File: src/rtl/l2_mem_arbiter.sv
// Two-requester round-robin arbiter sharing one L2 port between the I-side
// and D-side L1 miss interfaces. One transaction at a time; downstream
// request fields are latched on the grant edge and held until l2_resp.
module l2_mem_arbiter #(
  parameter int unsigned LINE_W = 128,
  parameter int unsigned ADDR_W = 16
) (
  input  logic              clk,
  input  logic              rst,
  input  logic              i_read,
  input  logic              i_write,
  input  logic [ADDR_W-1:0] i_address,
  input  logic [LINE_W-1:0] i_wdata,
  output logic [LINE_W-1:0] i_rdata,
  output logic              i_resp,
  input  logic              d_read,
  input  logic              d_write,
  input  logic [ADDR_W-1:0] d_address,
  input  logic [LINE_W-1:0] d_wdata,
  output logic [LINE_W-1:0] d_rdata,
  output logic              d_resp,
  output logic              l2_read,
  output logic              l2_write,
  output logic [ADDR_W-1:0] l2_address,
  output logic [LINE_W-1:0] l2_wdata,
  input  logic [LINE_W-1:0] l2_rdata,
  input  logic              l2_resp,
  output logic [1:0]        grant
);

  typedef enum logic [1:0] {
    IDLE    = 2'd0,
    SERVE_I = 2'd1,
    SERVE_D = 2'd2
  } state_t;

  state_t            state;
  state_t            state_nx;
  logic              last_owner;
  logic              last_owner_nx;
  logic              l2_read_nx;
  logic              l2_write_nx;
  logic [ADDR_W-1:0] l2_address_nx;
  logic [LINE_W-1:0] l2_wdata_nx;
  logic [1:0]        grant_nx;
  logic              i_pend;
  logic              d_pend;
  logic              pick_i;
  logic              pick_d;

  // State and latched downstream request registers.
  always_ff @(posedge clk) begin
    if (rst) begin
      state      <= IDLE;
      last_owner <= 1'b1;
      l2_read    <= 1'b0;
      l2_write   <= 1'b0;
      l2_address <= '0;
      l2_wdata   <= '0;
      grant      <= 2'b00;
    end else begin
      state      <= state_nx;
      last_owner <= last_owner_nx;
      l2_read    <= l2_read_nx;
      l2_write   <= l2_write_nx;
      l2_address <= l2_address_nx;
      l2_wdata   <= l2_wdata_nx;
      grant      <= grant_nx;
    end
  end

  // Arbitration, latch selection and response routing.
  always_comb begin
    state_nx      = state;
    last_owner_nx = last_owner;
    l2_read_nx    = l2_read;
    l2_write_nx   = l2_write;
    l2_address_nx = l2_address;
    l2_wdata_nx   = l2_wdata;
    grant_nx      = grant;
    i_resp        = 1'b0;
    d_resp        = 1'b0;
    i_rdata       = '0;
    d_rdata       = '0;

    i_pend = i_read | i_write;
    d_pend = d_read | d_write;
    // On a tie the side that did not go last wins.
    pick_i = i_pend & (~d_pend | last_owner);
    pick_d = d_pend & ~pick_i;

    case (state)
      IDLE: begin
        if (pick_i) begin
          state_nx      = SERVE_I;
          grant_nx      = 2'b01;
          l2_write_nx   = i_write;
          l2_read_nx    = i_read & ~i_write;
          l2_address_nx = i_address;
          l2_wdata_nx   = i_wdata;
        end else if (pick_d) begin
          state_nx      = SERVE_D;
          grant_nx      = 2'b10;
          l2_write_nx   = d_write;
          l2_read_nx    = d_read & ~d_write;
          l2_address_nx = d_address;
          l2_wdata_nx   = d_wdata;
        end
      end
      SERVE_I: begin
        if (l2_resp) begin
          i_resp        = 1'b1;
          i_rdata       = l2_rdata;
          state_nx      = IDLE;
          last_owner_nx = 1'b0;
          l2_read_nx    = 1'b0;
          l2_write_nx   = 1'b0;
          grant_nx      = 2'b00;
        end
      end
      SERVE_D: begin
        if (l2_resp) begin
          d_resp        = 1'b1;
          d_rdata       = l2_rdata;
          state_nx      = IDLE;
          last_owner_nx = 1'b1;
          l2_read_nx    = 1'b0;
          l2_write_nx   = 1'b0;
          grant_nx      = 2'b00;
        end
      end
      default: begin
        state_nx    = IDLE;
        l2_read_nx  = 1'b0;
        l2_write_nx = 1'b0;
        grant_nx    = 2'b00;
      end
    endcase
  end

endmodule
File: config.mk
export PLATFORM = sky130hd
export DESIGN_NAME = l2_mem_arbiter
export DESIGN_NICKNAME = d
export VERILOG_FILES = /design/src/rtl/l2_mem_arbiter.sv
export SDC_FILE = /design/constraint.sdc
export NUM_CORES = 1
export LEC_CHECK = 0
export ABC_AREA = 1
export CORE_AREA = 4 4 320 322
export CTS_CLUSTER_SIZE = 14
export DETAILED_ROUTE_END_ITERATION = 8
export DIE_AREA = 0 0 324 326
export PLACE_DENSITY = 0.31
export RECOVER_POWER = 100
export SLEW_MARGIN = 15
export SYNTH_ARGS = -nofsm -noshare
export SYNTH_HDL_FRONTEND = slang
export SYNTH_SLANG_ARGS = --single-unit
File: constraint.sdc
create_clock -name clk -period 2.5 [get_ports clk]
set_input_delay 0.375 -clock clk [delete_from_list [all_inputs] [get_ports clk]]
set_output_delay 0.375 -clock clk [all_outputs]
set_load 0.03 [all_outputs]
==> results of run 1 <==
metrics by stage:
step,instances,total power [mW],worst slack [ns],instance area [µm²]
after floorplan,1695,6.10,0.451,9190
after global placement,3747,9.07,0.241,19400
after detailed placement,3747,9.07,0.238,19400
after global routing,3795,12.6,-0.00532,20100
final,3803,11.8,0.125,20100
after CTS,3777,12.1,0.00452,20000
metal layers:
metal  vias to the layer above  wire [µm]  part of all wire, %
met5                         -        103                 0.13
met3                       122       7100                  8.8
met4                        16       5100                  6.3
met1                      5767      24800                   31
li1                       6470          -                    -
met2                       569      43400                   54
what timing repair did:
action / in CTS / in global routing
resized for setup: 1 / 6
pin swaps: 1 / 1
cloned: 0 / 1
buffers inserted: 0 / 2
endpoints found under the setup margin: 27 / 38
cell families after synthesis:
group | after synthesis
buf+inv | 392
fa+ha+maj | 3
compound gates | 6
flops | 149
simple gates | 1145
power groups by stage:
| stage | clock, mW | sequential (mW) | combinational (mW) |
|---|---|---|---|
| global route | 3.10 | 3.12 | 6.36 |
| floorplan | 0 | 3.94 | 2.17 |
| detailed placement | 0 | 3.11 | 5.96 |
| finish | 2.86 | 3.06 | 5.86 |
| global placement | 0 | 3.10 | 5.98 |
| CTS | 3.06 | 3.07 | 5.98 |
worst max-delay path: cells and delay by family, from the launching register on:
family                     cells  cell delay (ns)
buffers and inverters          2             0.39
DFF                            1             0.42
and+or+nand+nor                2             0.38
adders and majority gates      1             0.28
flip-flops by register name (all words and copies together) (netlist names):
signal and flops:
l2_wdata 128, l2_address 16, l2_write 1, l2_read 1, state 2, last_owner 1
cell usage after synthesis:
| cell type | count | area, µm² |
|---|---|---|
| nor2_1 | 548 | 2060 |
| nand2_1 | 449 | 1690 |
| inv_1 | 284 | 1070 |
| dfxtp_1 | 149 | 2980 |
| nand3_1 | 146 | 731 |
| clkbuf_1 | 41 | 154 |
| buf_2 | 37 | 185 |
| buf_4 | 15 | 113 |
| buf_6 | 9 | 101 |
| a21oi_1 | 4 | 20.0 |
| buf_1 | 4 | 15.0 |
| ha_1 | 3 | 37.5 |
| nand2_2 | 2 | 12.5 |
| inv_2 | 1 | 3.75 |
| inv_4 | 1 | 6.26 |
| o211ai_1 | 1 | 7.51 |
| o21ai_2 | 1 | 8.76 |
layout make-up:
type | instances | share of cell area [%]
diodes | 23 | 0.286
flip-flops and latches | 149 | 14.8
repair buffers | 862 | 45.4
inverters | 286 | 5.40
clock inverters | 12 | 0.890
multi-input cells | 1155 | 22.9
well taps | 1298 | 8.08
clock buffers | 18 | 2.18
worst max-delay path by stage:
stage                                endpoint  slack, ns  cells past startpoint
CTS                               i_rdata[93]      0.005                      6
finish                            i_rdata[93]       0.12                      5
global route                      i_rdata[95]     -0.005                      5
detailed placement                i_rdata[77]       0.24                      5
floorplan                              d_resp       0.45                      6
global placement    l2_wdata[88]$_SDFFE_PP0P_       0.24                      9
==> impl_summary.md, run 1 <==
Clock tree
After clock tree synthesis, the clock-pin slew on the worst setup and hold paths is 0.07 ns. The number of buffers created by CTS is 17. In this run the clock root is driven by a clkbuf_16.

Clock latency on the worst-skew pair, taken at its later pin, is 0.47 ns. The CTS tree is done. The count of H-tree levels built during CTS is 4.

The TritonCTS sink count is 149. The longest clock path from root to sink contains 2 buffers. The hold-fix buffer count after cts is 0.

Worst setup path
The signal on the critical path passes through ha_2 -> nand2_4 -> buf_16 -> nor2_1 -> buf_12. STA classifies the critical path startpoint as a flip-flop. The worst setup path is of the flip-flop to primary output kind. The cell with the largest stage delay on the worst path is dfxtp_1. Data on the critical path arrives at its endpoint at 2.00 ns. The worst register-to-register path has a depth of 8. The peak per-stage delay on the critical path is 0.42 ns. The capturing element type of the critical path is a primary output.

The end of the worst register-to-register path is l2_wdata[59]$_SDFFE_PP0P_. The launching element of the worst setup path is state[0]$_SDFFE_PP0P_. Across all register-to-register paths, the minimum setup slack is 0.70 ns. The worst register-to-register path begins at state[0]$_SDFFE_PP0P_.

For the worst setup path, the data required time is 2.12 ns. The peak fanout along the critical path is 46.

Pwr
For this design the total switching power over the nets is 4.90 mW. The internal power of the cells totals 6.88 mW. IR analysis of the VDD net gives a maximum drop of 0.512 mV. In this run, flip-flops and latches consume 26.0% of the power. The cell leakage power is 10.1 nW. Dividing total power by cell area gives a power density of 586 nW/µm².

The clock power share is 24.3%. Combinational logic burns 49.8% of the power. Net switching is 41.6% of the power.

Hold path
The count of cells along the worst hold path is 2. The destination of the worst hold path is state[0]$_SDFFE_PP0P_. The path type of the worst min-delay path is input pin to flip-flop. In this run the most critical hold path is launched from rst.

Timing
Based on the critical path, the design can be clocked at up to 421 MHz. Between clock sinks in the finished design, the worst skew comes to 0.00934 ns. Setup repair after global routing could not meet its margin everywhere. After routing, the total negative slack on setup checks comes to 0 ns. The tightest slew margin relative to the limit is 58.4%. The routed design could run at a clock period as short as 2.38 ns. The slew at the pin with the worst max-slew slack is 0.623 ns. The total count of max-transition violations in the final report came to 0. The worst hold margin is 0.375 ns. The count of endpoints failing hold in the final timing report is 0. The final critical-path share of the clock period is 95.0%.

The number of endpoints failing setup at the final stage is 0.

Floorplan
After floorplanning, the core was divided into 116 placement rows. The die covers 106000 µm². For this design the top-level I/O count stands at 829.

The die is 324 µm wide. Measured along the y axis, the die boundary spans 326 µm. Once the floorplan was initialized, standard cells occupied 9.23% of the core. The placeable core region is 99600 µm².

Synth
The post-synthesis cell type count is 17. After technology mapping, the gate count stands at 1695. A synthesized cell averages 5.42 µm². The post-synthesis instance area is 9190 µm².

The Yosys step of the flow raised 0 warnings. The xor-xnor portion of the synthesized cell area is 0%. The synthesized netlist devotes 0.409% of its cell area to adder and majority cells. The synthesized design contains 149 register bits. After synthesis, the largest family of logic cells by area is simple AND/OR/NAND/NOR gates.

The sequential element share of the synthesized area is 32.5%. The basic-gate share of the synthesized area counting and, or, nand and nor cells is 48.8%. Summing the areas of all compound-gate instances in the mapped netlist gives 0.395% of the synthesized area. The share of cell area taken by muxes after synthesis is 0%. The number of nets handed over by synthesis was 2121.

Final layout
Compared with the post-synthesis result, the final layout area differs by 119%. The end-of-flow core utilization is 20.2%. Registers take 2980 µm². Counting the fill cells in the layout gives 11300. In the final design database the tool counted 2897 nets. The multi-input combinational cell area is 4610 µm².

Of the cells placed in the final design, the portion with a size suffix greater than 1 is 13.5%. In the layout the commonest cells are clkdlybuf4s50_1 (569), nor2_1 (544), nand2_1 (447). The most common cell after layout, fill and taps aside is clkdlybuf4s50_1.

Route
After detailed routing, the number of vias per cell comes to 3.40. The DRC violation count after routing is 0. The routed length per placed instance is 21.2 µm. The routed wire length is 80600 µm.

The first TritonRoute pass finished after 5 iterations. For this block, the via count after detailed routing is 12900. The violation count after the first detailed-routing iteration is 465. The number of nets with antenna violations after routing is 0.

Global routing
The via count of the first global-routing pass is 13300. The global routing usage on met1 is 11.8%. The number of antenna violations at the first check in global routing is 53. Global routing consumed, on the met2 layer, 27.9% of the routing resources. Entering global routing, the biggest net connects 60 pins. Global routing consumed, on the met3 layer, 6.36% of the routing resources. In this run the most used layer during global routing was met2. The first-pass GRT wire length is 106000 µm. The overflow left after global routing is 0. For this run, the total global-route usage over all layers was measured as 14.6%.

Job
The max-capacitance violation count is 0.

Placement
The wire-length estimate of the detail-placed layout is 69500 µm. Port buffering added 828 buffers. At the end of routability-driven placement, the weighted congestion stood at 0.894.

Run status
The run finished with clean final reports.
(Power assumes the default switching activity.)
==> run 2, diff against run 1 <==
- CORE_AREA: 4 4 320 322 -> 4 4 318 320
- DIE_AREA: 0 0 324 326 -> 0 0 322 324
- PLACE_DENSITY: 0.31 -> 0.32
- clock period: 2.5 -> 1.95 ns (I/O delays scaled with it)
==> run 2 against run 1 <==
The flow now finishes with violations (setup timing). Flip-flop and latch count did not move. First-iteration DRC count fell by 7.7%. Wire length rose by 11%. Highest routed layer unchanged.
==> impl_summary.md, run 2 (same netlist as run 1, synthesis figures left out) <==
Hold path
The count of cells along the worst hold path came to 5 (was 2). The hold path startpoint is rst (unchanged). The path type of the worst min-delay path is input pin to flip-flop (unchanged).

The destination of the worst hold path is l2_wdata[112]$_SDFFE_PP0P_ (was state[0]$_SDFFE_PP0P_).

Pwr
The total power after layout is 16.6 mW (was 11.8 mW). The switching power share of the total is 41.7% (was 41.6%). The power share of the combinational group was 52.3% (was 49.8%). The switching power is 6.90 mW (was 4.90 mW).

The sequential group share of total power is 23.7% (was 26.0%). The design internal power is 9.66 mW (was 6.88 mW). The clock power share is 24.0% (was 24.3%). The maximum vdd drop is 0.684 mV (was 0.512 mV).

The cell leakage power is 11.1 nW (was 10.1 nW). The ratio of total power to cell area is 702 nW/µm² (was 586 nW/µm²).

Timing
The number of endpoints failing setup at the final stage is 258 (was 0). The final critical-path share of the clock period is 110%. The total negative slack for setup checks came to -28.92 ns (was 0 ns).

The top achievable clock speed is 468 MHz. The setup slack after layout was -0.189 ns (was 0.125 ns). The tightest slew margin relative to the limit was 59.1% (was 58.4%). The setup skew after layout is 0.0158 ns (was 0.00934 ns). The total count of max-transition violations in the final report is 0 (unchanged). The minimum clock period is 2.14 ns. Unrepaired setup endpoints after global routing: true (unchanged).

The count of endpoints failing hold in the final timing report is 0 (unchanged). The slew at the pin with the worst max-slew slack was 0.617 ns (was 0.623 ns).

Global routing
The all-layer global routing usage was 15.9% (was 14.6%). The first-pass GRT wire length is 114000 µm (was 106000 µm). The number of antenna violations at the first check in global routing is 55 (was 53). The overflow left after global routing is 0 (unchanged). The pin count of the biggest net entering global routing was 76 (was 60). The via count of the first global-routing pass came to 13800 (was 13300).

Final layout
The sequential cell area in the final layout is 2990 µm² (was 2980 µm²). The most common cell after layout, fill and taps aside is clkdlybuf4s50_1 (unchanged). The final non-filler cell total is 3856 (was 3803).

The fill cell total of the finished layout is 10800 (was 11300). The area overhead of the layout relative to synthesis is 157% (was 119%). Biggest regs: l2_wdata: 128 flops, l2_address: 16 flops, state: 2 flops (unchanged).

The register bank with the most flops is l2_wdata (unchanged). Leading cell types in the layout, fill and taps excluded: clkdlybuf4s50_1 (556), nand2_1 (447), nor2_1 (326) (was clkdlybuf4s50_1 (569), nor2_1 (544), nand2_1 (447)). The layout cell share with drive strength beyond 1 is 24.9% (was 13.5%). The count of nets after finishing is 2971 (was 2897). The multi-input combinational cell area is 6250 µm² (was 4610 µm²). The flip-flop count of the largest register after layout is 128 (unchanged).

Route
The routed wire length is 89300 µm (was 80600 µm). The routed length per placed instance was 23.2 µm (was 21.2 µm). The violation count after the first detailed-routing iteration is 429 (was 465). The number of optimization iterations in the first detailed-route pass is 4 (was 5).

The total via count after detailed routing is 13600 (was 12900). The number of nets with antenna violations after routing is 0 (unchanged). The DRC violation count after routing is 0 (unchanged). The number of vias per cell after detailed routing was 3.52 (was 3.40).

Worst setup path
The type of the worst setup path is input pin to primary output (was flip-flop to primary output). The register-to-register setup slack came to 0.15 ns (was 0.70 ns). The combined buffer and inverter count along the critical path was 5 (was 2). The required time at the endpoint of the critical path is 1.66 ns (was 2.12 ns). The kind of start point of the critical path is an input pin (was flip-flop).

The capturing element type of the critical path is a primary output (unchanged). By instance count, the cell type seen most on the critical path is buf_12. The worst path arrival time is 1.85 ns (was 2.00 ns).

The end of the worst register-to-register path is l2_wdata[93]$_SDFFE_PP0P_ (was l2_wdata[59]$_SDFFE_PP0P_). The cell with the largest stage delay on the worst path is clkdlybuf4s50_1 (was dfxtp_1). Cells along the critical path: clkdlybuf4s50_1 -> nand2_8 -> buf_12 -> buf_12 -> clkbuf_16 -> nor2_2 -> buf_6 (was ha_2 -> nand2_4 -> buf_16 -> nor2_1 -> buf_12). The peak per-stage delay on the critical path is 0.71 ns (was 0.42 ns). The origin of the critical flop-to-flop path is state[0]$_SDFFE_PP0P_ (unchanged). The number of cells on the worst reg-to-reg path is 10 (was 8).

The cell class contributing the biggest share of worst-path delay is buffers and inverters (was flip-flops). The peak fanout along the critical path came to 7 (was 46).

Run status
The final reports fail on setup timing. Run status: finished, violations left (was finished clean).

Floorplan
The starting utilization of the core area is 9.36% (was 9.23%). The die outline width is 322 µm (was 324 µm). The number of rows created at floorplan came to 115 (was 116). The placeable core region is 98100 µm² (was 99600 µm²). The die boundary height is 324 µm (was 326 µm). The area enclosed by the die boundary came to 104000 µm² (was 106000 µm²). The count of pins on the block boundary came to 829 (unchanged).

Placement
The number of I/O port buffers was 828 (unchanged). The number of cells after detailed placement is 3762 (was 3747). The total half-perimeter wirelength after legalization and detailed placement came to 71100 µm (was 69500 µm).

The global placement routability congestion is 0.901 (was 0.894).

Clock tree
The count of H-tree levels built during CTS was 4 (unchanged). The TritonCTS sink count is 149 (unchanged). The latest clock arrival within the worst-skew pair is 0.49 ns (was 0.47 ns). The CTS tree is done (unchanged). The cell at the root of the clock tree is clkbuf_16 (unchanged). The number of buffers created by CTS is 17 (unchanged). The clock tree buffer depth is 2 (unchanged). The clock transition at the registers of the reported paths is 0.06 ns (was 0.07 ns).

Job
The max-capacitance violation count is 0 (unchanged).
==> run 2: routing by layer <==
metal / up-vias / global-route usage, % / part of all wire [%]
met5: - / 0 / 0.20
met4: 26 / 7.50 / 5.0
met3: 164 / 4.56 / 6.8
met2: 603 / 32.1 / 56
met1: 6151 / 14.4 / 32
li1: 6618 / - / -
==> run 2: through the flow <==
step / util, % / hold WS [ns] / instance area, µm² / setup WS [ns]
floorplan: - / 0.483 / 9190 / -0.0106
global placement: 19.8 / 0.473 / 19500 / -0.139
detailed placement: 19.8 / 0.464 / 19500 / -0.125
CTS: 22.3 / 0.317 / 21900 / -0.257
global route: 24.0 / 0.357 / 23600 / -0.276
finish: 24.0 / 0.349 / 23600 / -0.189
==> run 2: layout make-up <==
cell class / count / share of cell area (%)
Timing Repair Buffer: 935 / 46.3
Sequential cell: 149 / 12.7
Tap cell: 1287 / 6.82
Inverter: 286 / 4.67
Antenna cell: 11 / 0.117
Clock buffer: 18 / 1.82
Clock inverter: 14 / 1.04
Timing Repair inverter: 2 / 0.0742
Multi-Input combinational cell: 1154 / 26.5
==> run 2: worst reg2reg max path, cell delays in order (launching register included) <==
cell	delay, ns
dfxtp_4	0.36
inv_4	0.06
buf_4	0.09
ha_1	0.24
nand2_4	0.18
buf_12	0.18
inv_6	0.17
buf_4	0.19
nand3_1	0.12
nand2_1	0.08
inv_1	0.03
==> run 2: how the worst max path moves through the flow <==
stage / from / to / slack, ns / depth (start not counted)
6_report: l2_resp / d_rdata[113] / -0.19 / 7
5_1_grt: state[0]$_SDFFE_PP0P_ / i_rdata[121] / -0.28 / 7
4_1_cts: state[0]$_SDFFE_PP0P_ / i_rdata[88] / -0.26 / 6
3_5_place_dp: l2_resp / i_rdata[97] / -0.13 / 5
3_3_place_gp: l2_resp / i_rdata[97] / -0.14 / 5
2_1_floorplan: state[0]$_SDFFE_PP0P_ / d_rdata[100] / -0.01 / 6
==> run 2: power by group through the flow <==
stage          clock network (mW)  logic [mW]  registers (mW)
4_1_cts                      4.22        8.36            3.94
5_1_grt                      4.27        9.31            4.00
3_3_place_gp                    0        7.73            3.99
3_5_place_dp                    0        7.72            4.00
6_report                     3.97        8.66            3.93
2_1_floorplan                   0        2.78            5.05
==> run 2: repair_timing <==
action | in CTS | in global routing
resized for setup | 316 | 337
gates cloned | 17 | 17
buffers inserted | 15 | 4
pin swaps | 5 | 7
endpoints found under the hold margin | 0 | 0
hold buffers | 0 | 0
setup endpoints to repair | 270 | 268
